[src/rtl/ps2_rx_fifo.sv]
// PS/2 device-to-host receiver: synchronises the debounced PS/2 lines, deframes
// 11-bit frames, checks parity/stop/timeout and queues good bytes in a small FIFO.
module ps2_rx_fifo #(
    parameter int FIFO_AW        = 2,
    parameter int TIMEOUT_CYCLES = 20000
) (
    input  logic               clk,
    input  logic               reset,
    input  logic               ps2Clk,
    input  logic               ps2Data,
    input  logic               rdStrobe,
    input  logic               errClr,
    output logic [7:0]         rxData,
    output logic               rxValid,
    output logic               rxError,
    output logic               overflow,
    output logic [FIFO_AW:0]   fifoCount
);

    localparam int DEPTH = 1 << FIFO_AW;
    localparam int TO_W  = $clog2(TIMEOUT_CYCLES + 1);

    typedef enum logic [1:0] {
        IDLE,
        DATA,
        PARITY,
        STOP
    } state_t;

    // ------------------------------------------------------------------
    // Input synchronisers and falling-edge detect
    // ------------------------------------------------------------------
    logic clk_s1, clk_s2, clk_prev;
    logic data_s1, data_s2;
    logic fall;

    // NOTE: sequential state is always assigned with <= so every flop samples
    // the pre-edge value of its neighbours, exactly like the hardware.
    always_ff @(posedge clk) begin
        if (reset) begin
            clk_s1   <= 1'b1;
            clk_s2   <= 1'b1;
            clk_prev <= 1'b1;
            data_s1  <= 1'b1;
            data_s2  <= 1'b1;
        end else begin
            clk_s1   <= ps2Clk;
            clk_s2   <= clk_s1;
            clk_prev <= clk_s2;
            data_s1  <= ps2Data;
            data_s2  <= data_s1;
        end
    end

    assign fall = clk_prev & ~clk_s2;

    // ------------------------------------------------------------------
    // Deframing FSM
    // ------------------------------------------------------------------
    state_t            state, state_nx;
    logic [2:0]        bit_cnt, bit_cnt_nx;
    logic [7:0]        shift_reg, shift_nx;
    logic              par_bit, par_nx;
    logic [TO_W-1:0]   to_cnt, to_nx;
    logic              timeout;
    logic              frame_push;
    logic              frame_err;

    always_ff @(posedge clk) begin
        if (reset) begin
            state     <= IDLE;
            bit_cnt   <= '0;
            shift_reg <= '0;
            par_bit   <= 1'b0;
            to_cnt    <= '0;
        end else begin
            state     <= state_nx;
            bit_cnt   <= bit_cnt_nx;
            shift_reg <= shift_nx;
            par_bit   <= par_nx;
            to_cnt    <= to_nx;
        end
    end

    assign timeout = (state != IDLE) && (to_cnt == TO_W'(TIMEOUT_CYCLES));

    // NOTE: every output of this block gets a default first, so no path can
    // leave a value unassigned and infer a latch.
    always_comb begin
        state_nx   = state;
        bit_cnt_nx = bit_cnt;
        shift_nx   = shift_reg;
        par_nx     = par_bit;
        to_nx      = to_cnt;
        frame_push = 1'b0;
        frame_err  = 1'b0;

        if (state == IDLE || fall) begin
            to_nx = '0;
        end else begin
            to_nx = to_cnt + TO_W'(1);
        end

        if (timeout) begin
            state_nx  = IDLE;
            to_nx     = '0;
            frame_err = 1'b1;
        end else if (fall) begin
            case (state)
                IDLE: begin
                    // A high start bit is treated as line noise, not an error.
                    if (!data_s2) begin
                        state_nx   = DATA;
                        bit_cnt_nx = '0;
                    end
                end
                DATA: begin
                    shift_nx   = {data_s2, shift_reg[7:1]};
                    bit_cnt_nx = bit_cnt + 3'd1;
                    if (bit_cnt == 3'd7) begin
                        state_nx = PARITY;
                    end
                end
                PARITY: begin
                    par_nx   = data_s2;
                    state_nx = STOP;
                end
                STOP: begin
                    state_nx = IDLE;
                    if (data_s2 && ^{par_bit, shift_reg}) begin
                        frame_push = 1'b1;
                    end else begin
                        frame_err = 1'b1;
                    end
                end
                default: state_nx = IDLE;
            endcase
        end
    end

    // ------------------------------------------------------------------
    // Receive FIFO
    // ------------------------------------------------------------------
    logic [7:0]         mem [DEPTH];
    logic [FIFO_AW-1:0] wr_ptr, rd_ptr;
    logic [FIFO_AW:0]   count;
    logic               full;
    logic               do_push, do_pop, drop;

    assign full    = count[FIFO_AW];
    assign do_pop  = rdStrobe & rxValid;
    // A simultaneous pop frees the slot, so a full FIFO still accepts the byte.
    assign do_push = frame_push & (~full | do_pop);
    assign drop    = frame_push & full & ~do_pop;

    // NOTE: the storage array has no reset; only the pointers and count
    // define what is valid, and rxData is masked while the FIFO is empty.
    always_ff @(posedge clk) begin
        if (do_push) begin
            mem[wr_ptr] <= shift_reg;
        end
    end

    always_ff @(posedge clk) begin
        if (reset) begin
            wr_ptr <= '0;
            rd_ptr <= '0;
            count  <= '0;
        end else begin
            if (do_push) begin
                wr_ptr <= wr_ptr + FIFO_AW'(1);
            end
            if (do_pop) begin
                rd_ptr <= rd_ptr + FIFO_AW'(1);
            end
            case ({do_push, do_pop})
                2'b10:   count <= count + (FIFO_AW + 1)'(1);
                2'b01:   count <= count - (FIFO_AW + 1)'(1);
                default: count <= count;
            endcase
        end
    end

    assign rxValid   = |count;
    assign rxData    = rxValid ? mem[rd_ptr] : 8'h00;
    assign fifoCount = count;

    // ------------------------------------------------------------------
    // Sticky status flags; a set event in the same cycle beats errClr
    // ------------------------------------------------------------------
    always_ff @(posedge clk) begin
        if (reset) begin
            rxError  <= 1'b0;
            overflow <= 1'b0;
        end else begin
            if (frame_err) begin
                rxError <= 1'b1;
            end else if (errClr) begin
                rxError <= 1'b0;
            end
            if (drop) begin
                overflow <= 1'b1;
            end else if (errClr) begin
                overflow <= 1'b0;
            end
        end
    end

endmodule

[config.mk]
export PLATFORM = sky130hd
export DESIGN_NAME = ps2_rx_fifo
export DESIGN_NICKNAME = d
export VERILOG_FILES = /design/src/rtl/ps2_rx_fifo.sv
export SDC_FILE = /design/constraint.sdc
export NUM_CORES = 1
export LEC_CHECK = 0
export ABC_AREA = 1
export CORE_ASPECT_RATIO = 1.2
export CORE_MARGIN = 2
export CORE_UTILIZATION = 50
export DETAILED_ROUTE_END_ITERATION = 16
export PLACE_DENSITY_LB_ADDON = 0.08
export SYNTH_ARGS = -nofsm -noshare
export SYNTH_HDL_FRONTEND = slang
export SYNTH_SLANG_ARGS = --single-unit
[constraint.sdc]
create_clock -name clk -period 6.81 [get_ports clk]
set_input_delay 0.681 -clock clk [delete_from_list [all_inputs] [get_ports clk]]
set_output_delay 0.681 -clock clk [all_outputs]
set_load 0.05 [all_outputs]
After elaboration in Yosys (flattened, before gate mapping)
Memories as Yosys holds them, arrays and structs flattened. A register that Yosys moved wholly into a read port is not among the register bits.
Cells that the tools add are included.
{"block": "word_totals", "regBits": 43, "ramBits": 32, "input_bits": 6, "out_inout_bits": 14, "elab_cells": 80, "mem_count": 1}
{"memory": "mem", "words": 4, "word_bits": 8, "read_ports": 1, "rd_ports_with_merged_regs": 1, "write_ports": 1, "line": "144", "rtl": "logic [7:0] mem [DEPTH];"}
{"block": "classes", "addsub": 6, "n_eq_ne": 9, "mux": 22, "n_bitwise": 10, "n_reduce_logical": 17}
{"op": "$add A15 B1 Y15 const B", "n": 1}
{"op": "$eq A15 B15 Y1 const B", "n": 1}
{"op": "$mux W1", "n": 13}
{"op": "$pmux W3 S2", "n": 2}
{"op": "$reduce_bool A2 Y1", "n": 5}
{"op": "$reduce_and A3 Y1", "n": 3}
{"op": "$reduce_xor A9 Y1", "n": 1}
{"op": "$mux W2", "n": 4}
{"op": "$mux W8", "n": 1}
{"op": "$pmux W2 S4", "n": 1}
{"op": "$add A3 B1 Y3 const B", "n": 2}
{"op": "$eq A2 B2 Y1 const B", "n": 3}
{"op": "$reduce_or A3 Y1", "n": 2}
{"op": "$and A1 B1 Y1", "n": 5}
{"op": "$add A2 B1 Y2 const B", "n": 2}
{"op": "$eq A2 B1 Y1 const B", "n": 2}
{"op": "$ne A2 B2 Y1 const B", "n": 2}
{"op": "$not A1 Y1", "n": 4}
{"op": "$reduce_and A4 Y1", "n": 1}
{"op": "$eq A3 B3 Y1 const B", "n": 1}
{"op": "$mux W3", "n": 1}
{"op": "$sub A3 B1 Y3 const B", "n": 1}
{"op": "$logic_and A1 B1 Y1", "n": 2}
{"op": "$logic_not A2 Y1", "n": 1}
{"op": "3 further kinds", "n": 3}

Depth between registers and ports, before layout
Gate-level depths: netlist of the first run.
{"block": "logic_depth", "ltp_word": 9, "mapped_depth": 17, "ltp_nobuf": 17}

Worst setup path after synthesis of the first run
No wires, ideal clock.
{"block": "synth_timing", "kind": "flip-flop to flip-flop", "start": "register count[2] (netlist: fifoCount[2])", "end": "register count[2] (netlist: fifoCount[2])", "setup_ns": 0.122, "arrival_ns": 2.550, "required_time_ns": 6.688, "path_slack_ns": 4.138, "path_stages_with_launch": 13, "n_path_buf": 0, "period_less_slack_ns": 2.672, "path_cell_list": "dfxtp_1 nor3_2 inv_2 nand2_1 nand2_1 nand4_4 ha_1 inv_1 fa_1 a21oi_1 o21ai_0 o21ai_0 a21oi_1"}
{"block": "synth_between", "elab_chain_cells": 6, "elab_cells_between_ends": 11, "classes_between": "2 x add/sub; 2 x eq/ne; 1 x mux; 4 x bitwise; 2 x reduce/logical"}
{"element": "start, declared", "line": "146", "rtl": "logic [FIFO_AW:0] count;"}
{"element": "start signal, assigned", "line": "177", "rtl": "2'b10: count <= count + (FIFO_AW + 1)'(1);"}
{"element": "start signal, assigned", "line": "178", "rtl": "2'b01: count <= count - (FIFO_AW + 1)'(1);"}
{"element": "start signal, assigned", "line": "179", "rtl": "default: count <= count;"}
{"element": "$reduce_or A3 Y1 (*)", "line": "184", "rtl": "assign rxValid = |count;"}
{"element": "net rxValid", "line": "14", "rtl": "output logic rxValid,"}
{"element": "$and A1 B1 Y1 (*)", "line": "151", "rtl": "assign do_pop = rdStrobe & rxValid;"}
{"element": "$or A1 B1 Y1", "line": "153", "rtl": "assign do_push = frame_push & (~full | do_pop);"}
{"element": "$and A1 B1 Y1", "line": "153"}
{"element": "$eq A2 B1 Y1 or $eq A2 B2 Y1 (tied branches)", "line": "176", "rtl": "case ({do_push, do_pop})"}
{"element": "$pmux W3 S2 or $reduce_bool A2 Y1 (tied branches)"}
The timed path passes the listed nets; every way through them passes the cells marked *.
A chain may end at the register's enable or synchronous reset.

==> impl_metrics.env, run 1 <==
export IMPL_worstSetupEndpointType="output port"
export IMPL_portBuffers=19
export IMPL_n_fill_cell=599
export IMPL_cts_tree="done"
export IMPL_multi_input_area_sq_um=1354
export IMPL_dp_cells=491
export IMPL_rsz0062_at_grt="false"
export IMPL_clock_sinks=77
export IMPL_largest_register_ffs=32
export IMPL_drtPass1Iterations=4
export IMPL_ant_nets=0
export IMPL_ioPinCount=20
export IMPL_fmax_mhz=326.0
export IMPL_fp_coreArea_sq_um=6771
export IMPL_die_area_sq_um=7622
export IMPL_wirelength_microns=5984
export IMPL_required_ns=6.13
export IMPL_ys_seq_area_share_pct=53.68
export IMPL_htree_levels=3
export IMPL_mostFrequentLayoutCells="nor2_1 (60), nand2_1 (54), inv_1 (53)"
export IMPL_yosys_warnings=0
export IMPL_root_buffer="clkbuf_8"
export IMPL_layout_commonest_cell="nor2_1"
export IMPL_drt_iter0_drc=122
export IMPL_path_clk_slew_ns=0.08
export IMPL_min_period_ns=3.068
export IMPL_avgSynthCellArea_sq_um=8.803
export IMPL_vias=2494
export IMPL_crit_buf_inv=2
export IMPL_worst_slew_pin_slew_ns=0.7676
export IMPL_hp_class="reg2reg"
export IMPL_viasPerCell=4.919
export IMPL_p_per_area_nw_per_um2=207.8
export IMPL_clock_latency_ns=0.34
export IMPL_finalSetupViolCount=0
export IMPL_fin_crit_sh_pct=45.05
export IMPL_finalClockSkew_ns=0.007520
export IMPL_hold_slack_ns=0.4161
export IMPL_grt_start_max_net_pins=18
export IMPL_slowest_delay_ns=0.73
export IMPL_drcViolationCount=0
export IMPL_rows=33
export IMPL_gr_total_overflow=0
export IMPL_status="finished clean"
export IMPL_hold_violations=0
export IMPL_drive_gt1_share_pct=10.00
export IMPL_startpoint_type="register"
export IMPL_worst_path_max_delay_cell="clkdlybuf4s50_1"
export IMPL_grt_usage_pct=17.65
export IMPL_post_cts_resized=0
export IMPL_crit_chain="inv_1 > o21ai_0 > a21oi_1 > clkdlybuf4s50_1"
export IMPL_final_max_slew_violation_count=0
export IMPL_ys_ff_latch=77
export IMPL_hold_buffers=0
export IMPL_cts_made_buffers=9
export IMPL_power_leakage_nw=1.456
export IMPL_synth_fp_nets=414
export IMPL_setup_tns_ns=0
export IMPL_finalNetCount=435
export IMPL_crit_fanout=17
export IMPL_grt_pass1_wl_microns=10490
export IMPL_stdcell_count=507
export IMPL_arrival_ns=2.39
export IMPL_crit_type="reg2out"
export IMPL_diodes=0
export IMPL_syn2layout_area_growth_pct=12.99
export IMPL_syn_area_sq_um=3468
export IMPL_crit_family="buffers and inverters"
export IMPL_postCtsSetupBuffers=0
export IMPL_clock_path_buffers=2
export IMPL_grt_pass1_vias=2438
export IMPL_slew_limit_headroom_pct=48.64
export IMPL_antenna_found_initial=0
export IMPL_start_util_pct=51.22
export IMPL_post_dp_hpwl_microns=4360
export IMPL_syn_inst=394
export IMPL_die_h_microns=95.24
export IMPL_synthDistinctLibCells=32
export IMPL_die_x_microns=80.03
export IMPL_wl_per_cell_microns=11.80
export IMPL_routabilityCongestion=0.7846
export IMPL_vdd_drop_max_mv=0.1413
export IMPL_fin_util_pct=57.87
export IMPL_maxCapViolCount=0
export IMPL_ff_latch_area_sq_um=1862
-- path summary, 6_finish.rpt --
kind / startpoint / end / slack (ns) / depth (start not counted)
hold / removal: data_s1 / data_s2 / 0.42 / 1
setup reg to reg: state[0] / fifoCount[2] / 4.15 / 16
setup / recovery: register / rxData[7] / 3.74 / 4
hold reg to reg: data_s1 / data_s2 / 0.42 / 1
-- cell type report --
type | instances | area share (%)
Inverter | 56 | 5.364
Sequential cell | 77 | 47.51
Clock buffer | 10 | 3.799
Timing Repair Buffer | 19 | 4.853
Clock inverter | 6 | 1.149
Tap cell | 87 | 2.778
Multi-Input combinational cell | 252 | 34.55
-- report_power, final --
group | total (mW) | internal (mW) | switching [mW] | leakage [nW]
combinational | 0.0115 | 0.00486 | 0.00665 | 0.669
sequential | 0.479 | 0.478 | 0.00102 | 0.685
clock | 0.324 | 0.156 | 0.168 | 0.102
total | 0.814 | 0.639 | 0.175 | 1.46
-- through the flow --
step / power, mW / setup slack (ns) / area [sq um]
floorplan: 0.4961 / 4.138 / 3468
global placement: 0.5006 / 4.164 / 3725
detailed placement: 0.5009 / 4.129 / 3725
CTS: 0.8244 / 3.736 / 3919
global route: 0.8445 / 3.507 / 3919
finish: 0.8141 / 3.742 / 3919
-- Yosys cell counts, drive strengths merged --
master / n / area share [%]
xor2: 2 / 0.51
o21ai: 33 / 4.8
a211oi: 1 / 0.22
or2: 6 / 1.1
clkbuf: 6 / 0.65
fa: 1 / 0.58
inv: 56 / 6.1
buf: 3 / 0.58
nor2: 68 / 8.4
ha: 13 / 4.7
xnor2: 1 / 0.25
nor3: 8 / 1.3
dfxtp: 45 / 26
a21oi: 37 / 5.4
o211ai: 1 / 0.22
nor4: 1 / 0.18
nor3b: 2 / 0.58
nand4: 6 / 1.5
edfxtp: 32 / 28
nand3: 17 / 3.3
nand2: 55 / 6.0
-- metal layers --
metal | wire length (microns) | GRT usage [%] | vias to the layer above
met5 | 0 | 0 | -
met4 | 59 | 5.508 | 0
met3 | 152 | 4.545 | 8
met2 | 3039 | 32.43 | 31
met1 | 2733 | 19.87 | 1128
li1 | - | - | 1327
-- cells by family (layout without fill, tap and decap cells) --
logic type	Yosys count	count (layout)	share of synthesized area, %
AOI/OAI and AO/OA	72	72	10.64
xor gates and xnor gates	3	3	0.7577
adders and majority gates	14	14	5.267
buffers and inverters	65	91	7.287
DFF	77	77	53.68
and+or+nand+nor	163	163	22.37
No activity file was read; power rests on OpenSTA's default activity.
==> run 2: changes to the inputs <==
==> constraint.sdc (replaced) <==
create_clock -name clk -period 2.9 [get_ports clk]
set_input_delay 0.29 -clock clk [delete_from_list [all_inputs] [get_ports clk]]
set_output_delay 0.29 -clock clk [all_outputs]
set_load 0.05 [all_outputs]
==> run 2 against run 1 <==
Net effect: critical path depth grew 1; first-iteration DRC count grew 8.2%; die area is the same; via count grew 2.4%; register-to-register slack lost 3.8 ns; cell area grew 2.8%; final cell count grew 1.6%; clock skew grew 0.0046 ns; non-clock buffer count grew 8; worst hold slack lost 0.0053 ns; routed wire length grew 3.7%; largest cell class unchanged; sequential power grew 130%.
==> impl_metrics.env, run 2 (same netlist as run 1, synthesis figures left out) <==
export IMPL_htree_levels=3
export IMPL_routabilityCongestion=0.8076
export IMPL_arrival_ns=2.36
export IMPL_p_total_mw=2.110
export IMPL_diodes=0
export IMPL_hp_class="reg2reg"
export IMPL_antenna_found_initial=0
export IMPL_vias=2554
export IMPL_die_h_microns=95.24
export IMPL_fin_crit_sh_pct=91.31
export IMPL_layout_commonest_cell="nor2_1"
export IMPL_min_period_ns=2.648
export IMPL_rsz0062_at_grt="false"
export IMPL_maxCapViolCount=0
export IMPL_drive_gt1_share_pct=11.68
export IMPL_fp_coreArea_sq_um=6771
export IMPL_finalSetupViolCount=0
export IMPL_clock_sinks=77
export IMPL_drtPass1Iterations=4
export IMPL_vdd_drop_max_mv=0.2946
export IMPL_placed_area_sq_um=3777
export IMPL_slew_limit_headroom_pct=66.42
export IMPL_ioPinCount=20
export IMPL_cts_made_buffers=9
export IMPL_startpoint_type="register"
export IMPL_drcViolationCount=0
export IMPL_final_max_slew_violation_count=0
export IMPL_setup_tns_ns=0
export IMPL_die_x_microns=80.03
export IMPL_viasPerCell=4.959
export IMPL_wirelength_microns=6203
export IMPL_finalNetCount=443
export IMPL_gr_total_overflow=0
export IMPL_grt_pass1_wl_microns=10290
export IMPL_syn2layout_area_growth_pct=16.20
export IMPL_cts_tree="done"
export IMPL_p_per_area_nw_per_um2=523.6
export IMPL_hold_violations=0
export IMPL_start_util_pct=51.22
export IMPL_grt_usage_pct=17.87
export IMPL_largest_register_ffs=32
export IMPL_fmax_mhz=377.7
export IMPL_die_area_sq_um=7622
export IMPL_status="finished clean"
export IMPL_mostFrequentLayoutCells="nor2_1 (60), nand2_1 (54), inv_1 (53)"
export IMPL_post_dp_hpwl_microns=4413
export IMPL_hold_slack_ns=0.4107
export IMPL_ant_nets=0
export IMPL_crit_type="reg2out"
export IMPL_grt_start_max_net_pins=18
export IMPL_worst_slew_pin_slew_ns=0.5021
export IMPL_clock_latency_ns=0.35
export IMPL_grt_pass1_vias=2371
export IMPL_root_buffer="clkbuf_8"
export IMPL_required_ns=2.61
export IMPL_crit_fanout=16
export IMPL_hold_buffers=0
export IMPL_fin_util_pct=59.52
export IMPL_portBuffers=19
export IMPL_path_clk_slew_ns=0.08
export IMPL_finalClockSkew_ns=0.01208
export IMPL_wl_per_cell_microns=12.04
export IMPL_drt_iter0_drc=132
export IMPL_rows=33
export IMPL_worstSetupEndpointType="output port"
export IMPL_power_leakage_nw=1.517
export IMPL_clock_path_buffers=2
export IMPL_finalInstanceArea_sq_um=4030
## run 2: cell count changes in the layout (fill, tap and decap cells not counted), sizes merged
cell	delta
buf	+8
inv	-1
clkinv	-2
bufinv	+3
## run 2: path summary, 6_finish.rpt
path             from  slack [ns]            to  cells after the start
max          register        0.25     rxData[6]                      5
min            clk_s1        0.41        clk_s2                      1
max reg2reg  state[0]        0.33  fifoCount[2]                     16
min reg2reg    clk_s1        0.41        clk_s2                      1
## run 2: worst max-delay path: stages (launching register included)
cell             delay [ns]
dfxtp_1                0.33
buf_4                  0.19
inv_1                  0.34
o21ai_0                0.19
a21oi_1                0.15
clkdlybuf4s50_1        0.81
## run 2: repair_timing
item                                    in CTS  in global routing
endpoints found under the setup margin       0                  1
resized for setup                            0                  1
buffers inserted                             0                  1
## run 2: cell type report
type	instances	area, sq um
flip-flops and latches	77	1862
multi-input cells	252	1359
clock inverters	6	112.6
repair buffers	27	250.2
inverters	56	210.2
fillers	624	2741
well taps	87	108.9
clock buffers	10	127.6
## run 2: power breakdown
part | switching (mW) | total [mW] | internal, mW | leakage, nW
sequential | 0.00249 | 1.12 | 1.12 | 0.685
clock | 0.385 | 0.958 | 0.573 | 0.120
combinational | 0.0158 | 0.0278 | 0.0120 | 0.711
total | 0.403 | 2.11 | 1.71 | 1.52
## run 2: layer usage
layer | wire length [microns] | track usage [%] | up-vias
met5 | 0 | 0 | -
li1 | - | - | 1338
met3 | 154 | 3.598 | 10
met1 | 2642 | 19.20 | 1174
met4 | 113 | 8.616 | 0
met2 | 3293 | 33.13 | 32
## run 2: per-stage QoR
step	setup slack, ns	cells
after floorplan	0.2279	394
after global placement	0.3911	498
after detailed placement	0.2865	498
after CTS	0.2088	514
after global routing	0.006281	515
final	0.2521	515
==> run 3: changes to the inputs <==
--- a/config.mk
+++ b/config.mk
@@ -9,6 +9,7 @@
 export CORE_ASPECT_RATIO = 1.2
 export CORE_MARGIN = 2
 export CORE_UTILIZATION = 50
+export CTS_CLUSTER_DIAMETER = 50
 export DETAILED_ROUTE_END_ITERATION = 16
 export PLACE_DENSITY_LB_ADDON = 0.08
 export SYNTH_ARGS = -nofsm -noshare
==> results of run 3 <==
The final DEF is identical to that of run 2; final timing and power are the same.
